**config.mk**
```make
export PLATFORM = sky130hd
export DESIGN_NAME = regfile_wb_arbiter
export DESIGN_NICKNAME = d
export VERILOG_FILES = /design/src/rtl/regfile_wb_arbiter.sv
export SDC_FILE = /design/constraint.sdc
export NUM_CORES = 1
export LEC_CHECK = 0
export ABC_AREA = 1
export CAP_MARGIN = 5
export CORE_AREA = 5 5 182 184
export DETAILED_ROUTE_END_ITERATION = 12
export DIE_AREA = 0 0 187 189
export GPL_ROUTABILITY_DRIVEN = 0
export SYNTH_ARGS = -nofsm -noshare
export SYNTH_HDL_FRONTEND = slang
export SYNTH_SLANG_ARGS = --single-unit
```
**constraint.sdc**
```tcl
create_clock -name clk -period 1.6 [get_ports clk]
set_clock_uncertainty 0.2 [all_clocks]
set_input_delay 0.32 -clock clk [delete_from_list [all_inputs] [get_ports clk]]
set_output_delay 0.32 -clock clk [all_outputs]
set_load 0.01 [all_outputs]
```
**src/rtl/regfile_wb_arbiter.sv**
```systemverilog
// Write-back arbiter for the register file write port: round-robin
// grant between ALU (A) and load (B), one-cycle write stage with read forwarding.
module regfile_wb_arbiter #(
  parameter int DATA_W = 64,
  parameter int ADDR_W = 5
) (
  input  logic              clk,
  input  logic              rst,
  input  logic              a_valid,
  output logic              a_ready,
  input  logic [ADDR_W-1:0] a_addr,
  input  logic [DATA_W-1:0] a_data,
  input  logic              b_valid,
  output logic              b_ready,
  input  logic [ADDR_W-1:0] b_addr,
  input  logic [DATA_W-1:0] b_data,
  output logic [ADDR_W-1:0] rf_addr,
  output logic [DATA_W-1:0] rf_data,
  output logic              rf_wr,
  input  logic [ADDR_W-1:0] rd1_addr,
  input  logic [ADDR_W-1:0] rd2_addr,
  input  logic [DATA_W-1:0] rf_rd1_data,
  input  logic [DATA_W-1:0] rf_rd2_data,
  output logic [DATA_W-1:0] rd1_data,
  output logic [DATA_W-1:0] rd2_data
);

  typedef enum logic {
    PREF_A = 1'b0,
    PREF_B = 1'b1
  } ptr_e;

  localparam logic [ADDR_W-1:0] ZERO_REG = '1;

  ptr_e              ptr_q, ptr_d;
  logic              wr_q, wr_d;
  logic [ADDR_W-1:0] addr_q, addr_d;
  logic [DATA_W-1:0] data_q, data_d;

  logic              grant;
  logic [ADDR_W-1:0] sel_addr;
  logic [DATA_W-1:0] sel_data;

  // State register
  always_ff @(posedge clk) begin
    if (rst) begin
      ptr_q  <= PREF_A;
      wr_q   <= 1'b0;
      addr_q <= '0;
      data_q <= '0;
    end else begin
      ptr_q  <= ptr_d;
      wr_q   <= wr_d;
      addr_q <= addr_d;
      data_q <= data_d;
    end
  end

  // Grant (output logic of the pointer FSM)
  always_comb begin
    a_ready = 1'b0;
    b_ready = 1'b0;
    if (!rst) begin
      unique case ({a_valid, b_valid})
        2'b10: a_ready = 1'b1;
        2'b01: b_ready = 1'b1;
        2'b11: begin
          a_ready = (ptr_q == PREF_A);
          b_ready = (ptr_q == PREF_B);
        end
        default: ;
      endcase
    end
  end

  // Pointer next state
  always_comb begin
    ptr_d = ptr_q;
    if (a_ready)
      ptr_d = PREF_B;
    else if (b_ready)
      ptr_d = PREF_A;
  end

  // Write stage capture
  always_comb begin
    grant    = a_ready | b_ready;
    sel_addr = a_ready ? a_addr : b_addr;
    sel_data = a_ready ? a_data : b_data;
    wr_d     = grant && (sel_addr != ZERO_REG);
    addr_d   = grant ? sel_addr : addr_q;
    data_d   = grant ? sel_data : data_q;
  end

  // Reset gates the in-flight write so the file never commits it
  always_comb begin
    rf_wr   = wr_q & ~rst;
    rf_addr = addr_q;
    rf_data = data_q;
  end

  always_comb begin
    rd1_data = rf_rd1_data;
    rd2_data = rf_rd2_data;
    if (rf_wr && (rf_addr == rd1_addr))
      rd1_data = rf_data;
    if (rf_wr && (rf_addr == rd2_addr))
      rd2_data = rf_data;
  end

endmodule

```
Word level (Yosys, flattened, before mapping)
Index checks and enable logic that the tools add are counted.

storage, ports and cells
  register bits after elaboration = 71
  output and inout bits = 200
  word-level logic and storage cells = 28
  bits of input ports = 280

operators by class
  bitwise gates (word level) = 4
  multiplexer cells = 10
  eq/ne operators = 6
  reduce and logical (&&, ||, !) cells = 4

operators with widths
  cell                                                  count
  two-way mux 64 bit                                    3
  equality test 5 bit                                   2
  two-way mux 5 bit                                     1
  inequality test 5 bit (second input constant)         1
  equality test 2 bit (second input constant)           2
  two-way mux 1 bit                                     4
  one-hot mux 1 bit (2 select lines)                    2
  logical AND 1 bit                                     3
  equality test 2 x 1 -> 1 bit (second input constant)  1
  inverter 1 bit                                        2
  nonzero test 2 bit                                    1
  bitwise AND 1 bit                                     1
  bitwise OR 1 bit                                      1

Depth between registers and ports, before layout
Gate-level depths: netlist (run 1).

  depth after elaboration = 6
  mapped depth = 10
  gate-level depth less buffers = 8

Worst setup path after synthesis (run 1)
No wires, ideal clock.

  path type = flip-flop to output port
  start point = register addr_q[1], in the netlist rf_addr[1]
  end point = output rd1_data[19]
  arrival time = 1.292 ns
  buffers on the path = 2
  setup slack = -0.212 ns
  data required time = 1.080 ns
  cell stages (with the launch flop) = 9
  path through = dfxtp_1 inv_2 nand2_1 nand2_1 a21oi_2 buf_2 buf_2 nand4_1 nand2_1

on the way
  cells in the longest elaborated chain, start to end = 3

ends and longest elaborated chain
  what                    line  text
  from (decl)             37    logic [ADDR_W-1:0] addr_q, addr_d;
  from (signal assigned)  54    addr_q <= addr_d;
  equality test 5 bit     105   if (rf_wr && (rf_addr == rd1_addr))
  logical AND 1 bit       105
  two-way mux 64 bit      105
  to (decl)               24    output logic [DATA_W-1:0] rd1_data,

No other way between the ends.

Worst setup path in the final report (run 1)
  start point = register addr_q[4], in the netlist rf_addr[4]
  end point = output rd2_data[58]

on the way
  cells in the longest elaborated chain, start to end = 3

ends and longest elaborated chain
  what                 line  text
  equality test 5 bit  107   if (rf_wr && (rf_addr == rd2_addr))
  logical AND 1 bit    107
  two-way mux 64 bit   107
  to (decl)            25    output logic [DATA_W-1:0] rd2_data

No other way between the ends.

==> reports/qor.yml, run 1 <==
pwr:
  p_leak_uw: 0.00627
  p_per_area_nw_per_um2: 599
  peakVddDrop_mv: 0.395
worst_hold_path:
  holdPathEnd: "ptr_q$_SDFFE_PP0P_"
  hold_path.class: "input port to flop"
  min_from: "rst"
  min_path_cells: 5
yosys:
  synth_xor_area_share_pct: 0.306
  synth_area_per_cell_um2: 6.48
  synthAdderAreaFrac_pct: 0
  yosysUniqueCellTypes: 30
  synth_compound_area_share_pct: 7.30
  synth_cells: 884
  synth_area_um2: 5730
  synth_top_family_by_area: "simple AND/OR/NAND/NOR gates"
  yosysWarnings: 0
  syn-num-nets: 1164
  yosys.area_share.simple_pct: 55.5
  ys_ff_latch: 71
  synthMuxAreaShare_pct: 0
  synth-seq-area-share_pct: 24.8
critical_path:
  path_delay_family: "buffers and inverters"
  worstSetupPathType: "flop to output pin"
  cp_cell_sequence: "inv_4 > nand2_4 > nand3_4 > nor2_4 > buf_12 > nand3_4 > buf_4 > buf_12 > buf_16 > nand2_1 > nand2_1 > buf_2"
  cp.arrival_ns: 1.94
  rr_endpoint: "rf_data[38]$_SDFFE_PP0P_"
  cp_max_fo: 5
  ff2ff_path_depth: 7
  worst_setup_path_end_kind: "output pin"
  path_buf_inv: 6
  cp-start-kind: "flop"
  required_ns: 1.08
  r2r-start: "ptr_q$_SDFFE_PP0P_"
  crit_path_top_delay_cell: "dfxtp_2"
  cpPeakStageDelay_ns: 0.36
  r2r_slack_ns: 0.06
grt:
  grt_pass1_vias: 9585
  grt_start_max_net_pins: 34
  grt_pass1_wl_um: 60600
  overflow: 0
  grt_usage_pct: 22.5
  antenna_found_initial: 2
layout:
  nets: 1783
  utilization_pct: 45.2
  layoutNonFillerInstCount: 1911
  layout-drive-gt1-share_pct: 46.7
  areaGrowthSynthToFinish_pct: 147
floorplanning:
  coreArea_um2: 31200
  dieArea_um2: 35300
  row_count: 65
  pin_count: 480
  fp.dieW_um: 187
  die_h_um: 189
  start_util_pct: 18.3
placement:
  dp.cells: 1812
  dp_hpwl_um: 28200
  port_buffers: 479
  place_ws_ns: -1.34
status:
  outcome: "finished, violations left"
  violations: "negative setup slack"
detailed_routing:
  via_count: 9327
  via_per_inst: 4.88
  ant_nets: 0
  avgRoutedWirePerCell_um: 23.3
  firstDrtPassIters: 5
  drc: 0
  first_iter_violations: 518
  drt-total-wl_um: 44500
clock_network:
  insertion_delay_ns: 0.34
  cts_max_level: 3
  root_buffer: "clkbuf_16"
  cts_tree: "done"
  numCtsBuffers: 9
  clockBufferDepth: 2
  clkTransAtPathRegs_ns: 0.07
  cts_sinks: 71
run:
  timing.max_cap.violations: 0
sta:
  fin_crit_ns: 2.46
  tightest_slew_ns: 0.377
  fmaxAchievable_mhz: 406
  finalSetupViolCount: 128
  period_share_pct: 154
  finalMaxSlewViolations: 0
  hold_viol_final: 0
  fin_ws_ns: -0.864
  rsz0062_at_grt: "yes"
  slew_headroom_pct: 74.9
-- power by group --
part,internal (uW),switching [uW]
sequential,1960,185
clock,1410,894
combinational,2190,1820
-- worst register-to-register path, cell delays in order (launching register included) --
cell	delay [ns]
dfxtp_4	0.35
inv_2	0.08
a21oi_4	0.06
buf_4	0.16
inv_8	0.14
buf_12	0.21
nor3_1	0.08
nor3_1	0.16
-- synthesized netlist by cell type --
cell | instances | area, um^2
nand2_1 | 281 | 1050
nor3_2 | 59 | 591
xor2_1 | 2 | 17.5
nand3_4 | 2 | 35.0
a21oi_2 | 2 | 17.5
dfxtp_1 | 71 | 1420
nor3_1 | 70 | 350
buf_4 | 13 | 97.6
nand4_1 | 128 | 801
buf_2 | 45 | 225
buf_1 | 1 | 3.75
clkbuf_2 | 1 | 5.00
a21oi_1 | 5 | 25.0
buf_6 | 13 | 146
inv_1 | 8 | 30.0
clkinv_2 | 1 | 5.00
o21ai_1 | 13 | 65.1
nand2_2 | 2 | 12.5
nor2_1 | 73 | 274
clkbuf_1 | 9 | 33.8
buf_8 | 7 | 105
o22ai_1 | 2 | 12.5
inv_2 | 8 | 30.0
nor2_2 | 2 | 12.5
nand3_2 | 1 | 10.0
nor2_4 | 1 | 11.3
o21ai_2 | 2 | 17.5
o21ai_0 | 56 | 280
nand3_1 | 5 | 25.0
inv_8 | 1 | 11.3
-- timing repair --
item,4_1_cts,5_1_grt
pin swaps,36,68
endpoints found under the setup margin,270,196
setup buffers,34,18
hold buffers,0,0
resized for setup,939,197
gates cloned,22,11
-- stage by stage --
| step | power, uW | cell area, um^2 | TNS, ns | hold slack [ns] |
|---|---|---|---|---|
| 5_1_grt | 8800 | 14100 | -113.00 | 0.293 |
| 4_1_cts | 8140 | 13100 | -106.22 | 0.238 |
| 3_3_place_gp | 5480 | 11800 | -220.69 | 0.363 |
| 6_report | 8470 | 14100 | -102.34 | 0.275 |
| 2_1_floorplan | 3280 | 5810 | -17.43 | 0.260 |
| 3_5_place_dp | 5500 | 11800 | -218.80 | 0.369 |
-- cells in the final DEF, fill, tap and decap left out, types with 3 or more instances in the layout --
master           instances
clkdlybuf4s50_1        266
nand2_1                146
nand4_1                128
buf_4                  116
buf_2                   96
nand2_2                 78
nor2_1                  69
buf_6                   67
nor3_1                  63
nor3_2                  62
nand2_4                 59
o21ai_0                 52
dfxtp_2                 49
buf_12                  36
buf_16                  25
dlygate4sd2_1           25
clkbuf_16               20
clkdlybuf4s15_2         19
o21ai_1                 16
clkbuf_2                14
dfxtp_4                 11
dfxtp_1                 11
clkdlybuf4s15_1         10
buf_8                   10
inv_1                    7
inv_2                    5
nor2_4                   5
a21oi_1                  5
nand3_4                  4
nor3_4                   4
nand3_1                  4
inv_4                    3
-- layer usage --
| layer | up-vias | track usage (%) | wire length, um |
|---|---|---|---|
| met5 | - | 0 | 13 |
| met4 | 2 | 7.85 | 1070 |
| met3 | 66 | 5.07 | 3450 |
| met2 | 479 | 38.5 | 21200 |
| met1 | 4467 | 27.8 | 18800 |
| li1 | 4313 | - | - |
-- registers in the layout, summed over array words and instances (netlist names) --
signal and cells:
rf_addr 5, rf_data 64, wr_q 1, ptr_q 1
-- final cells by class --
cell class,count,area (um^2)
Antenna cell,1,2.50
Clock buffer,11,243
Clock inverter,5,81.3
Fill cell,3076,17100
Inverter,18,95.1
Multi-Input combinational cell,706,4430
Sequential cell,71,1520
Tap cell,402,503
Timing Repair Buffer,697,7250
-- worst max-delay path by stage --
stage	to	slack [ns]	start	cells past startpoint
after detailed placement	rd2_data[58]	-1.34	rst	8
after floorplan	rd1_data[19]	-0.16	rst	10
after global placement	rd2_data[49]	-1.38	rst	8
final	rd2_data[58]	-0.86	rf_addr[4]$_SDFFE_PP0P_	12
after global routing	rd1_data[59]	-0.95	rf_addr[1]$_SDFFE_PP0P_	11
after CTS	rd2_data[49]	-0.91	rf_addr[1]$_SDFFE_PP0P_	11
-- logic make-up (layout without fill, tap and decap cells) --
kind of cell	after synthesis	in the layout
and+or+nand+nor	624	624
buffers and inverters	107	731
AOI/OAI and AO/OA	80	80
DFF	71	71
xor gates and xnor gates	2	2
other	0	1
(Power assumes the default switching activity.)
==> run 2, diff against run 1 <==
--- a/config.mk
+++ b/config.mk
@@ -8,6 +8,7 @@
 export ABC_AREA = 1
 export CAP_MARGIN = 5
 export CORE_AREA = 5 5 182 184
+export CTS_CLUSTER_SIZE = 16
 export DETAILED_ROUTE_END_ITERATION = 12
 export DIE_AREA = 0 0 187 189
 export GPL_ROUTABILITY_DRIVEN = 0
==> results of run 2 <==
Final layout, timing and power as in run 1 (identical DEF).
==> run 3, diff against run 2 <==
--- a/config.mk
+++ b/config.mk
@@ -6,12 +6,12 @@
 export NUM_CORES = 1
 export LEC_CHECK = 0
 export ABC_AREA = 1
-export CAP_MARGIN = 5
 export CORE_AREA = 5 5 182 184
 export CTS_CLUSTER_SIZE = 16
 export DETAILED_ROUTE_END_ITERATION = 12
 export DIE_AREA = 0 0 187 189
 export GPL_ROUTABILITY_DRIVEN = 0
+export PLACE_DENSITY = 0.61
 export SYNTH_ARGS = -nofsm -noshare
 export SYNTH_HDL_FRONTEND = slang
 export SYNTH_SLANG_ARGS = --single-unit
==> run 3 against run 2 <==
- the run still ends with negative setup slack left
- flip-flop and latch count is the same
- final cell count shrank 1.2%
- register-to-register slack got worse by 0.06 ns
- design area about the same
- critical path depth shrank 2
- wire length increased by 8.6%
- first-iteration DRC count shrank 7.5%
- largest cell class unchanged
==> reports/qor.yml, run 3 (synthesized netlist as in run 1, its figures left out) <==
sta:
  finalSetupViolCount: 130  # was 128
  finalMaxSlewViolations: 0  # unchanged
  fin_crit_ns: 2.44  # was 2.46 ns
  fin_ws_ns: -0.835  # was -0.864 ns
  slew_headroom_pct: 64.9  # was 74.9%
  rsz0062_at_grt: "yes"  # unchanged
  tightest_slew_ns: 0.526  # was 0.377 ns
  fmaxAchievable_mhz: 411  # was 406 MHz
  hold_viol_final: 0  # unchanged
  period_share_pct: 152  # was 154%
  finalSetupTns_ns: -99.64  # was -102.34 ns
clock_network:
  root_buffer: "clkbuf_16"  # unchanged
  cts_max_level: 3  # unchanged
  clockBufferDepth: 2  # unchanged
  cts_hold_buf: 0  # unchanged
  clkTransAtPathRegs_ns: 0.07  # about the same
  insertion_delay_ns: 0.34  # about the same
  numCtsBuffers: 9  # unchanged
  cts_tree: "done"  # unchanged
  cts_sinks: 71  # unchanged
floorplanning:
  pin_count: 480  # unchanged
  coreArea_um2: 31200  # unchanged
  die_h_um: 189  # unchanged
  dieArea_um2: 35300  # unchanged
  row_count: 65  # unchanged
  start_util_pct: 18.3  # unchanged
  fp.dieW_um: 187  # unchanged
detailed_routing:
  first_iter_violations: 479  # was 518
  drt-total-wl_um: 48300  # was 44500 um
  drc: 0  # unchanged
  ant_nets: 0  # unchanged
  avgRoutedWirePerCell_um: 25.6  # was 23.3 um
  via_per_inst: 5.01  # was 4.88
  via_count: 9453  # was 9327
  firstDrtPassIters: 7  # was 5
grt:
  grt_usage_pct: 22.9  # was 22.5%
  antenna_found_initial: 2  # unchanged
  grt_pass1_wl_um: 61400  # was 60600 um
  grt_pass1_vias: 9220  # was 9585
  grt_start_max_net_pins: 65  # was 34
  overflow: 0  # unchanged
pwr:
  p_int_uw: 5610  # was 5570 uW
  p_leak_uw: 0.00625  # was 0.00627 uW
  p_sw_uw: 3100  # was 2900 uW
  switching_share_pct: 35.6  # was 34.3%
  clkPwrFrac_pct: 26.7  # was 27.2%
  p_per_area_nw_per_um2: 616  # was 599 nW/um^2
  total_power_uw: 8710  # was 8470 uW
  combPwrFrac_pct: 48.6  # was 47.4%
  pwr-share-seq_pct: 24.7  # was 25.3%
  peakVddDrop_mv: 0.401  # was 0.395 mV
critical_path:
  cp.arrival_ns: 1.92  # was 1.94 ns
  cp_cell_sequence: "xor2_2 > nor2_4 > buf_12 > nand3_4 > buf_6 > buf_12 > buf_16 > nand2_2 > nand2_1 > buf_2"  # was inv_4 > nand2_4 > nand3_4 > nor2_4 > buf_12 > nand3_4 > buf_4 > buf_12 > buf_16 > nand2_1 > nand2_1 > buf_2
  worst_setup_path_end_kind: "output pin"  # unchanged
  required_ns: 1.08  # about the same
  path_buf_inv: 5  # was 6
  crit_top_cell: "buf_12"
  path_delay_family: "buffers and inverters"  # unchanged
  cp-start-kind: "flop"  # unchanged
  worstSetupPathType: "flop to output pin"  # unchanged
  crit_path_top_delay_cell: "dfxtp_4"  # was dfxtp_2
  cpPeakStageDelay_ns: 0.37  # was 0.36 ns
  cp_max_fo: 8  # was 5
layout:
  nets: 1760  # was 1783
  areaGrowthSynthToFinish_pct: 147  # about the same
  n_fill_cell: 3110  # was 3076
  layout-drive-gt1-share_pct: 45.5  # was 46.7%
  final_common_cell: "clkdlybuf4s50_1"  # unchanged
  most-common-layout-cells: "clkdlybuf4s50_1 (267), nand2_1 (151), nand4_1 (128), buf_2 (94), buf_4 (92)"  # was clkdlybuf4s50_1 (266), nand2_1 (146), nand4_1 (128), buf_4 (116), buf_2 (96)
  largest_reg_flops: 64  # unchanged
status:
  violations: "negative setup slack"  # unchanged
  outcome: "finished, violations left"  # unchanged
placement:
  port_buffers: 479  # unchanged
  dp_hpwl_um: 28300  # was 28200 um
  place_ws_ns: -1.45  # was -1.34 ns
run:
  timing.max_cap.violations: 0  # unchanged
worst_hold_path:
  hold_path.class: "flop to flop"  # was input port to flop
[run 3: layer usage]
| metal | GRT usage [%] | share of wire (%) |
|---|---|---|
| met3 | 6.14 | 8.9 |
| met1 | 28.1 | 40 |
| met2 | 39.6 | 48 |
| met5 | 0 | 0.027 |
| met4 | 6.43 | 3.3 |
[run 3: layout make-up]
cell class                      count  area (um^2)  share of cell area (%)
Multi-Input combinational cell    706         4500                    31.8
Clock inverter                      5         81.3                   0.576
Clock buffer                       11          243                    1.72
Tap cell                          402          503                    3.56
Sequential cell                    71         1520                    10.8
Timing Repair Buffer              674         7180                    50.8
Antenna cell                        1         2.50                  0.0177
Inverter                           18          103                   0.726
[run 3: through the flow]
step	cells	hold WS [ns]	area [um^2]	util, %
6_report	1888	0.271	14100	45.2
5_1_grt	1888	0.292	14100	45.2
4_1_cts	1856	0.257	12800	41.0
3_5_place_dp	1789	0.281	11600	37.2
3_3_place_gp	1789	0.274	11600	37.2
2_1_floorplan	884	0.260	5810	-
[run 3: power by group through the flow]
stage / Clock [uW] / Sequential (uW) / Combinational (uW)
floorplan: 0 / 2180 / 1110
detailed placement: 0 / 2160 / 3280
global route: 2450 / 2160 / 4420
CTS: 2380 / 2140 / 3640
global placement: 0 / 2150 / 3270
finish: 2330 / 2150 / 4230
[run 3: path summary, 6_finish.rpt]
path                                               from                        to  slack, ns  cells past startpoint
worst max-delay path            rf_addr[3]$_SDFFE_PP0P_              rd2_data[44]      -0.84                     10
worst min-delay path                 ptr_q$_SDFFE_PP0P_        ptr_q$_SDFFE_PP0P_       0.27                      2
worst max register to register       ptr_q$_SDFFE_PP0P_  rf_data[22]$_SDFFE_PP0P_          0                      7
worst min register to register       ptr_q$_SDFFE_PP0P_        ptr_q$_SDFFE_PP0P_       0.27                      2
[run 3: worst min-delay path, stage by stage, from the launching register on]
cell and delay, ns:
dfxtp_2 0.33, inv_2 0.05, a21oi_1 0.05
[run 3: timing repair]
action                                  in CTS  in global routing
resized for setup                          862                267
pin swaps                                   32                 50
buffers inserted                            32                 14
endpoints found under the setup margin     271                223
gates cloned                                20                 21
